<file path="config.mk">
export PLATFORM = sky130hd
export DESIGN_NAME = filter_stream_host
export DESIGN_NICKNAME = d
export VERILOG_FILES = /design/src/rtl/filt_stream_pkg.sv /design/src/rtl/sample_fifo.sv /design/src/rtl/filter_stream_host.sv
export SDC_FILE = /design/constraint.sdc
export NUM_CORES = 1
export LEC_CHECK = 0
export CORE_ASPECT_RATIO = 0.9
export CORE_MARGIN = 2
export CORE_UTILIZATION = 50
export CTS_CLUSTER_SIZE = 20
export DETAILED_ROUTE_END_ITERATION = 12
export GPL_TIMING_DRIVEN = 0
export PLACE_DENSITY = 0.67
export SLEW_MARGIN = 20
export SYNTH_ARGS = -nofsm -noshare
export SYNTH_HDL_FRONTEND = slang
export SYNTH_SLANG_ARGS = --single-unit
</file>
<file path="constraint.sdc">
create_clock -name clk -period 9.3 [get_ports clk]
set_clock_uncertainty 0.05 [all_clocks]
set_input_delay 1.395 -clock clk [delete_from_list [all_inputs] [get_ports clk]]
set_output_delay 1.395 -clock clk [all_outputs]
set_load 0.02 [all_outputs]
</file>
<file path="src/rtl/filt_stream_pkg.sv">
// Shared constants and the controller state encoding for filter_stream_host.
package filt_stream_pkg;

  localparam int FS_SAMPLE_W    = 32;
  localparam int FS_IN_DEPTH    = 16;
  localparam int FS_OUT_DEPTH   = 16;
  localparam int FS_COEF_CYCLES = 25;
  localparam int FS_DRAIN_LEN   = 6;
  localparam int FS_WARMUP      = 7;

  typedef enum logic [2:0] {
    IDLE  = 3'd0,
    COEF  = 3'd1,
    RUN   = 3'd2,
    DRAIN = 3'd3,
    DONE  = 3'd4
  } state_t;

endpackage

</file>
<file path="src/rtl/sample_fifo.sv">
// Synchronous FIFO with first-word-fall-through head, occupancy count and
// full/empty flags. A write while full is accepted only alongside a read.
module sample_fifo #(
  parameter int WIDTH = 33,
  parameter int DEPTH = 16
) (
  input  logic                     clk,
  input  logic                     reset,
  input  logic                     wr_en,
  input  logic [WIDTH-1:0]         wr_data,
  input  logic                     rd_en,
  output logic [WIDTH-1:0]         rd_data,
  output logic                     full,
  output logic                     empty,
  output logic [$clog2(DEPTH):0]   count
);

  localparam int AW = $clog2(DEPTH);
  localparam int CW = AW + 1;

  logic [WIDTH-1:0] mem_q [DEPTH];
  logic [AW-1:0]    wr_ptr_q, wr_ptr_d;
  logic [AW-1:0]    rd_ptr_q, rd_ptr_d;
  logic [CW-1:0]    count_q, count_d;
  logic             do_wr, do_rd;

  assign empty   = (count_q == '0);
  assign full    = (count_q == CW'(DEPTH));
  assign do_rd   = rd_en && !empty;
  assign do_wr   = wr_en && (!full || do_rd);
  assign rd_data = mem_q[rd_ptr_q];
  assign count   = count_q;

  // Pointer and occupancy update; pointers wrap naturally (power-of-2 depth).
  always_comb begin
    wr_ptr_d = wr_ptr_q;
    rd_ptr_d = rd_ptr_q;
    count_d  = count_q;
    if (do_wr) wr_ptr_d = wr_ptr_q + 1'b1;
    if (do_rd) rd_ptr_d = rd_ptr_q + 1'b1;
    case ({do_wr, do_rd})
      2'b10:   count_d = count_q + 1'b1;
      2'b01:   count_d = count_q - 1'b1;
      default: count_d = count_q;
    endcase
  end

  // Control registers; reset empties the FIFO at once.
  always_ff @(posedge clk or posedge reset) begin
    if (reset) begin
      wr_ptr_q <= '0;
      rd_ptr_q <= '0;
      count_q  <= '0;
    end else begin
      wr_ptr_q <= wr_ptr_d;
      rd_ptr_q <= rd_ptr_d;
      count_q  <= count_d;
    end
  end

  // Storage array; contents need no reset since count gates visibility.
  always_ff @(posedge clk) begin
    if (do_wr) mem_q[wr_ptr_q] <= wr_data;
  end

endmodule

</file>
<file path="src/rtl/filter_stream_host.sv">
// Streams samples into a coefficient-loaded filter and captures its outputs.
// Optional macro FILTER_WARMUP_DROP_EN discards the first WARMUP filter
// outputs after coefficient load; undefined, every output is captured.
module filter_stream_host
  import filt_stream_pkg::*;
#(
  parameter int SAMPLE_W    = FS_SAMPLE_W,
  parameter int IN_DEPTH    = FS_IN_DEPTH,
  parameter int OUT_DEPTH   = FS_OUT_DEPTH,
  parameter int COEF_CYCLES = FS_COEF_CYCLES,
  parameter int DRAIN_LEN   = FS_DRAIN_LEN,
  parameter int WARMUP      = FS_WARMUP
) (
  input  logic                clk,
  input  logic                reset,
  input  logic                go,
  input  logic                in_valid,
  input  logic [SAMPLE_W-1:0] in_data,
  input  logic                in_last,
  output logic                in_ready,
  output logic                clk_enable,
  output logic                start_coe,
  input  logic                start_togivedata,
  output logic [SAMPLE_W-1:0] data_in,
  input  logic                start_toread,
  input  logic [SAMPLE_W-1:0] data_out,
  output logic                hold,
  output logic                out_valid,
  output logic [SAMPLE_W-1:0] out_data,
  input  logic                out_ready,
  output logic                busy,
  output logic                underrun,
  output logic                overrun
);

  localparam int IN_CW   = $clog2(IN_DEPTH) + 1;
  localparam int OUT_CW  = $clog2(OUT_DEPTH) + 1;
  localparam int COEF_W  = $clog2(COEF_CYCLES + 1);
  localparam int DRAIN_W = $clog2(DRAIN_LEN + 1);

  state_t               state_q, state_d;
  logic [COEF_W-1:0]    coef_cnt_q, coef_cnt_d;
  logic [DRAIN_W-1:0]   drain_cnt_q, drain_cnt_d;
  logic [SAMPLE_W-1:0]  data_in_q, data_in_d;
  logic                 underrun_q, underrun_d;
  logic                 overrun_q, overrun_d;
  logic                 last_seen_q, last_seen_d;

  logic [SAMPLE_W:0]    in_head;
  logic                 in_full, in_empty, in_push, in_pop;
  logic [IN_CW-1:0]     in_count;
  logic [SAMPLE_W-1:0]  out_head;
  logic                 out_full, out_empty, out_push, out_pop;
  logic [OUT_CW-1:0]    out_count;
  logic                 capture, keep, warm_discard;

  assign in_ready   = (in_count != IN_CW'(IN_DEPTH));
  assign in_push    = in_valid && !in_full;
  assign capture    = start_toread && (state_q == RUN || state_q == DRAIN || state_q == DONE);
  assign keep       = capture && !warm_discard;
  assign out_pop    = !out_empty && out_ready;
  assign out_push   = keep && (!out_full || out_pop);
  assign hold       = (out_count >= OUT_CW'(OUT_DEPTH - 1));
  assign out_valid  = !out_empty;
  assign out_data   = out_head;
  assign busy       = (state_q != IDLE);
  assign clk_enable = (state_q != IDLE);
  assign start_coe  = (state_q == COEF);
  assign data_in    = data_in_q;
  assign underrun   = underrun_q;
  assign overrun    = overrun_q;

  // Input FIFO: the extra top bit carries the in_last tag.
  sample_fifo #(.WIDTH(SAMPLE_W + 1), .DEPTH(IN_DEPTH)) u_in_fifo (
    .clk(clk), .reset(reset),
    .wr_en(in_push), .wr_data({in_last, in_data}),
    .rd_en(in_pop), .rd_data(in_head),
    .full(in_full), .empty(in_empty), .count(in_count)
  );

  // Output FIFO holding captured filter results.
  sample_fifo #(.WIDTH(SAMPLE_W), .DEPTH(OUT_DEPTH)) u_out_fifo (
    .clk(clk), .reset(reset),
    .wr_en(out_push), .wr_data(data_out),
    .rd_en(out_pop), .rd_data(out_head),
    .full(out_full), .empty(out_empty), .count(out_count)
  );

`ifdef FILTER_WARMUP_DROP_EN
  localparam int WARM_W = $clog2(WARMUP + 2);
  logic [WARM_W-1:0] warm_cnt_q, warm_cnt_d;
  logic              exit_coef;

  assign exit_coef    = (state_q == COEF) && (state_d == RUN);
  assign warm_discard = (warm_cnt_q < WARM_W'(WARMUP));

  // Count filter outputs since coefficient load, saturating at WARMUP.
  always_comb begin
    warm_cnt_d = warm_cnt_q;
    if (exit_coef) warm_cnt_d = '0;
    else if (capture && warm_discard) warm_cnt_d = warm_cnt_q + 1'b1;
  end

  // Warm-up counter register.
  always_ff @(posedge clk or posedge reset) begin
    if (reset) warm_cnt_q <= '0;
    else       warm_cnt_q <= warm_cnt_d;
  end
`else
  assign warm_discard = 1'b0;
`endif

  // Controller next-state, input feed to the filter and sticky flags.
  always_comb begin
    state_d     = state_q;
    coef_cnt_d  = coef_cnt_q;
    drain_cnt_d = drain_cnt_q;
    data_in_d   = data_in_q;
    underrun_d  = underrun_q;
    overrun_d   = overrun_q;
    last_seen_d = last_seen_q;
    in_pop      = 1'b0;

    if (keep && out_full && !out_pop) overrun_d = 1'b1;

    case (state_q)
      IDLE: begin
        if (go) begin
          state_d    = COEF;
          coef_cnt_d = '0;
          underrun_d = 1'b0;
          overrun_d  = 1'b0;
        end
      end
      COEF: begin
        if (coef_cnt_q == COEF_W'(COEF_CYCLES - 1)) state_d = RUN;
        else coef_cnt_d = coef_cnt_q + 1'b1;
      end
      RUN: begin
        if (start_togivedata) begin
          if (!in_empty) begin
            in_pop    = 1'b1;
            data_in_d = in_head[SAMPLE_W-1:0];
            if (in_head[SAMPLE_W] && last_seen_q) begin
              last_seen_d = 1'b0;
              state_d     = DRAIN;
              drain_cnt_d = '0;
            end
          end else begin
            data_in_d  = '0;
            underrun_d = 1'b1;
          end
        end
      end
      DRAIN: begin
        if (start_togivedata) begin
          data_in_d = '0;
          if (drain_cnt_q == DRAIN_W'(DRAIN_LEN - 1)) state_d = DONE;
          else drain_cnt_d = drain_cnt_q + 1'b1;
        end
      end
      DONE: begin
        if (out_empty) state_d = IDLE;
      end
      default: state_d = IDLE;
    endcase

    // A newly pushed last tag wins over clearing an older one.
    if (in_push && in_last) last_seen_d = 1'b1;
  end

  // Controller registers.
  always_ff @(posedge clk or posedge reset) begin
    if (reset) begin
      state_q     <= IDLE;
      coef_cnt_q  <= '0;
      drain_cnt_q <= '0;
      data_in_q   <= '0;
      underrun_q  <= 1'b0;
      overrun_q   <= 1'b0;
      last_seen_q <= 1'b0;
    end else begin
      state_q     <= state_d;
      coef_cnt_q  <= coef_cnt_d;
      drain_cnt_q <= drain_cnt_d;
      data_in_q   <= data_in_d;
      underrun_q  <= underrun_d;
      overrun_q   <= overrun_d;
      last_seen_q <= last_seen_d;
    end
  end

endmodule

</file>
# Yosys cells after proc, flatten, opt, wreduce, memory -nomap -nowiden
# Memory sizes are Yosys's and may differ from the RTL's.
# Index checks and enable logic that the tools add are counted.
[word_totals] mem_count=2 ram_bits=1040 regBits=72
[memory_table] memory="u_in_fifo.mem_q" depth=16 width=33 read_ports=1 rd_clocked_by_memory_dff=0 write_ports=1 line_no="sample_fifo.sv:21" source="logic [WIDTH-1:0] mem_q [DEPTH];"
[memory_table] memory="u_out_fifo.mem_q" depth=16 width=32 read_ports=1 rd_clocked_by_memory_dff=0 write_ports=1 line_no="sample_fifo.sv:21"
[op_classes] n_lt_le_gt_ge=1 n_addsub=10 eq_ne=25 n_reduce_logical=40 n_mux=43
[op_table] cell="$mux W32" n=3
[op_table] cell="$pmux W32 S2" n=1
[op_table] cell="$mux W3" n=13
[op_table] cell="$pmux W5 S2" n=3
[op_table] cell="$mux W1" n=18
[op_table] cell="$add A4 B1 Y4 const B" n=4
[op_table] cell="$reduce_bool A2 Y1" n=8
[op_table] cell="$add A5 B1 Y5 const B" n=3
[op_table] cell="$eq A5 B5 Y1 const B" n=3
[op_table] cell="$pmux W3 S5" n=1
[op_table] cell="$ne A2 B2 Y1 const B" n=7
[op_table] cell="$logic_and A1 B1 Y1" n=12
[op_table] cell="$logic_not A5 Y1" n=2
[op_table] cell="$mux W5" n=2
[op_table] cell="$ne A2 B1 Y1 const B" n=5
[op_table] cell="$sub A5 B1 Y5 const B" n=2
[op_table] cell="$reduce_and A4 Y1" n=2
[op_table] cell="$reduce_and A8 Y1" n=1
[op_table] cell="$eq A3 B2 Y1 const B" n=2
[op_table] cell="$eq A3 B3 Y1 const B" n=2
[op_table] cell="$pmux W3 S2" n=1
[op_table] cell="$reduce_and A3 Y1" n=2
[op_table] cell="$reduce_and A6 Y1" n=1
[op_table] cell="$ge A5 B4 Y1 const B" n=1
[op_table] cell="other kinds (10)" n=20

# Depth between registers and ports, before layout
[logic_depth] word_depth=9 mapped_depth=15 mapped_depth_nobuf=12

# Modules after synthesis
# A second synthesis with hierarchy kept.
[hier_totals] cells_unflattened=1949 hier_area_um2=42721.0
[modules_own_cells] module="sample_fifo (u_in_fifo)" instances=1 cells_per_inst=905 area_each_um2=20666.1
[modules_own_cells] module="sample_fifo (u_out_fifo)" instances=1 cells_per_inst=881 area_each_um2=20069.2
[modules_own_cells] module="filter_stream_host" instances=1 cells_per_inst=163 area_each_um2=1985.7

# Worst setup path after synthesis
# OpenSTA, ideal clock, no wires.
[synth_path] kind="input to register" from="input port start_toread" to="memory u_out_fifo.mem_q[1][0] (netlist bit) (enable)" t_required_ps=8748 slack_ps=3824 arrival_time_ps=4924 setup_ps=502 n_path_buf=1 path_stages=5 cell_sequence="o21a_1 > nor2b_1 > buf_2 > inv_4 > nor4_1"
[synth_via] elab_chain_len=5
[synth_lines] element="start, declared" line_no="filter_stream_host.sv:25" source="input logic start_toread,"
[synth_lines] element="$logic_and A1 B1 Y1" line_no="filter_stream_host.sv:59" source="assign capture = start_toread && (state_q == RUN || state_q == DRAIN || state_q == DONE);"
[synth_lines] element="$logic_and A1 B1 Y1" line_no="filter_stream_host.sv:62" source="assign out_push = keep && (!out_full || out_pop);"
[synth_lines] element="$logic_and A1 B1 Y1" line_no="sample_fifo.sv:30" source="assign do_wr = wr_en && (!full || do_rd);"
[synth_lines] element="$mux W1" line_no="sample_fifo.sv:63" source="if (do_wr) mem_q[wr_ptr_q] <= wr_data;"
[synth_lines] element="$mux W1 (implied by the code)" line_no="sample_fifo.sv:63"
[synth_lines] element="end, declared" line_no="sample_fifo.sv:21"
# Every way passes these cells.

# Final worst setup path
[layout_path] from="register u_out_fifo.rd_ptr_q[1]" to="output port out_data[30]"
[layout_via] elab_chain_len=1
[layout_lines] element="start, declared" line_no="sample_fifo.sv:23" source="logic [AW-1:0] rd_ptr_q, rd_ptr_d;"
[layout_lines] element="start signal, assigned" line_no="sample_fifo.sv:56" source="rd_ptr_q <= rd_ptr_d;"
[layout_lines] element="$mem_v2 Z16 W32"
[layout_lines] element="end, declared" line_no="filter_stream_host.sv:29" source="output logic [SAMPLE_W-1:0] out_data,"
# Every way passes these cells.

==> out/qor.yml <==
placement:
  place_congestion: 0.746
  dp_hpwl_um: 62300
  dp_slack_ns: 4.62
  portBuffers: 143
  dp.cells: 3263
die:
  die_w_um: 313
  io_pins: 144
  dieArea_sq_um: 88000
  die_h_um: 282
  initial_core_util_pct: 50.6
  core_area_sq_um: 84700
  num_rows: 101
critical_path:
  r2r-end: "u_out_fifo.count[4]$_DFFE_PP0P_"
  crit_chain: "clkbuf_1 > clkbuf_1 > mux4_2 > mux4_2 > clkdlybuf4s50_1"
  cp.arrival_ns: 3.99
  start_kind: "flop"
  slowest_delay_ns: 0.75
  critPathKind: "reg2out"
  path_delay_family: "buffers and inverters"
  crit_fanout: 10
  end_kind: "output port"
  crit_start: "u_out_fifo.rd_ptr_q[1]$_DFFE_PP0P_"
  critPathRequiredTime_ns: 7.86
  critPathSlowestCell: "clkbuf_1"
  rr_worst_depth: 15
  rrSetupSlack_ns: 5.54
  critical_path_buf_inv_count: 3
  timing.rr.start: "u_out_fifo.count[2]$_DFFE_PP0P_"
power:
  power.total_mw: 15.4
  powerDensity_nw_per_um2: 305
  p_leak_nw: 16.4
  ir_drop_mv: 0.215
outcome:
  status: "complete, no violations"
drt:
  drt_first_pass_iters: 7
  ant_nets: 0
  drt-initial-drc-count: 2551
  routedWlPerCell_um: 28.2
  vias_per_cell: 6.00
  vias: 20900
  drc_errors: 0
  wl_um: 98000
clock_tree:
  clockBufferDepth: 3
  clk_latency_ns: 0.68
  post_cts_buffers: 0
  cts_resized: 0
  cts_root_buf: "clkbuf_16"
  cts_tree: "done"
  path_clk_slew_ns: 0.06
  numCtsBuffers: 110
  hold_buffers: 0
  htree_num_levels: 3
  cts_sinks: 1112
timing:
  maxSlewHeadroom_pct: 29.7
  min_period_over_period_pct: 58.5
  hold_violations: 0
  max_freq_mhz: 184
  max_slew.worst_pin.slew_ns: 1.05
  drv_slew: 0
  setup_viol: 0
  setup-tns-final_ns: 0
  rsz0062_at_grt: "false"
  layout_setup_ws_ns: 3.86
  fin_crit_ns: 5.44
hold_path:
  min_path_type: "reg2reg"
  holdPathStages: 1
  worstHoldEndpoint: "u_in_fifo.count[4]$_DFFE_PP0P_"
  worstHoldStart: "u_in_fifo.count[4]$_DFFE_PP0P_"
yosys:
  synth_nets: 2000
  synth-seq-area-share_pct: 77.1
  synth_ff_type: "edfxtp_1"
  synth_edf_count: 1040
  synthCells: 1905
  yosysUniqueCellTypes: 50
  yosysWarnings: 0
  synth.avg_cell_area_sq_um: 22.5
  ys_ff_latch: 1112
  syn_area_sq_um: 42800
  async_reset_ff_share_pct: 6.47
finish:
  finalNetCount: 2337
  num-fill-cells: 5899
  syn2layout_area_growth_pct: 18.1
  final_common_cell: "edfxtp_1"
  finalNonFillerCells: 3475
  mostFrequentLayoutCells: "edfxtp_1 (1040), mux4_2 (288), clkdlybuf4s50_1 (143)"
  layout-drive-gt1-share_pct: 26.6
grt:
  grt_pass1_wl_um: 143000
  globalRouteOverflowTotal: 0
  grt_max_degree: 40
  grt_use_total_pct: 22.6
  grt_pass1_vias: 21600
  antenna_found_initial: 8
job:
  cap_violations: 0
==> kinds of logic after synthesis <==
family / after synthesis / synth area share [%]
flip-flops: 1112 / 77.1
AO/OA/AOI/OAI: 139 / 2.25
XOR/XNOR: 26 / 0.532
multiplexers: 333 / 16.2
buffers and inverters: 127 / 1.36
adder cells (fa/ha/maj): 23 / 0.689
AND/OR/NAND/NOR: 145 / 1.82
==> metal layers <==
metal | up-vias | global-route usage (%) | wire length, um
met3 | 145 | 4.67 | 7850
met5 | - | 0 | 44
li1 | 8696 | - | -
met4 | 8 | 6.60 | 2050
met2 | 848 | 35.4 | 47200
met1 | 11200 | 32.5 | 40900
==> worst max path at each step <==
stage / to / slack (ns) / cells past startpoint
floorplan: u_out_fifo.mem_q[1][0]$_DFFE_PP_ / 3.82 / 5
global placement: u_out_fifo.mem_q[2][19]$_DFFE_PP_ / -1.19 / 6
detailed placement: out_data[30] / 4.62 / 5
CTS: out_data[24] / 3.82 / 5
global route: out_data[30] / 3.74 / 5
finish: out_data[30] / 3.86 / 5
==> layout make-up <==
type                            count  area, sq um  area share (%)
Sequential cell                  1112        33000            65.3
Multi-Input combinational cell    666         9390            18.6
Clock buffer                      137         2900            5.73
Timing Repair Buffer              225         2540            5.03
Tap cell                         1133         1420            2.80
Clock inverter                     70          708            1.40
Buffer                            107          509            1.01
Inverter                           20         80.1           0.158
Antenna cell                        5         12.5          0.0247
==> metrics by stage <==
stage               hold slack [ns]  utilization (%)  area [sq um]
floorplan                     0.404                -         42800
global placement              0.424             53.9         45700
detailed placement            0.436             55.5         47000
CTS                           0.446             59.7         50600
global route                  0.475             59.7         50600
finish                        0.444             59.8         50600
==> cells in the mapped netlist, types with 19 or more instances <==
library cell | count | share of area, %
clkbuf_1 | 45 | 0.39
a22o_1 | 33 | 0.67
edfxtp_1 | 1040 | 73
nor2_1 | 26 | 0.23
nor2b_1 | 38 | 0.56
nand2_1 | 25 | 0.22
a211oi_1 | 32 | 0.56
a21oi_1 | 41 | 0.48
dfrtp_1 | 72 | 4.2
inv_1 | 19 | 0.17
mux4_2 | 288 | 15
buf_2 | 33 | 0.39
ha_1 | 22 | 0.64
mux2i_1 | 41 | 0.96
==> where the power goes <==
part	internal, mW	switching, mW
Clock	2.55	1.86
Combinational	2.24	2.63
Sequential	5.95	0.184
==> sequential cells by signal, indices dropped and copies added (netlist names) <==
register and flops:
coef_cnt_q 5, data_in 32, drain_cnt_q 3, last_seen_q 1, overrun 1, state_q 3
u_in_fifo.count 5, u_in_fifo.mem_q 528, u_in_fifo.rd_ptr_q 4, u_in_fifo.wr_ptr_q 4, u_out_fifo.count 5, u_out_fifo.mem_q 512
u_out_fifo.rd_ptr_q 4, u_out_fifo.wr_ptr_q 4, underrun 1
Note: power is estimated with default switching activity, not from simulation.
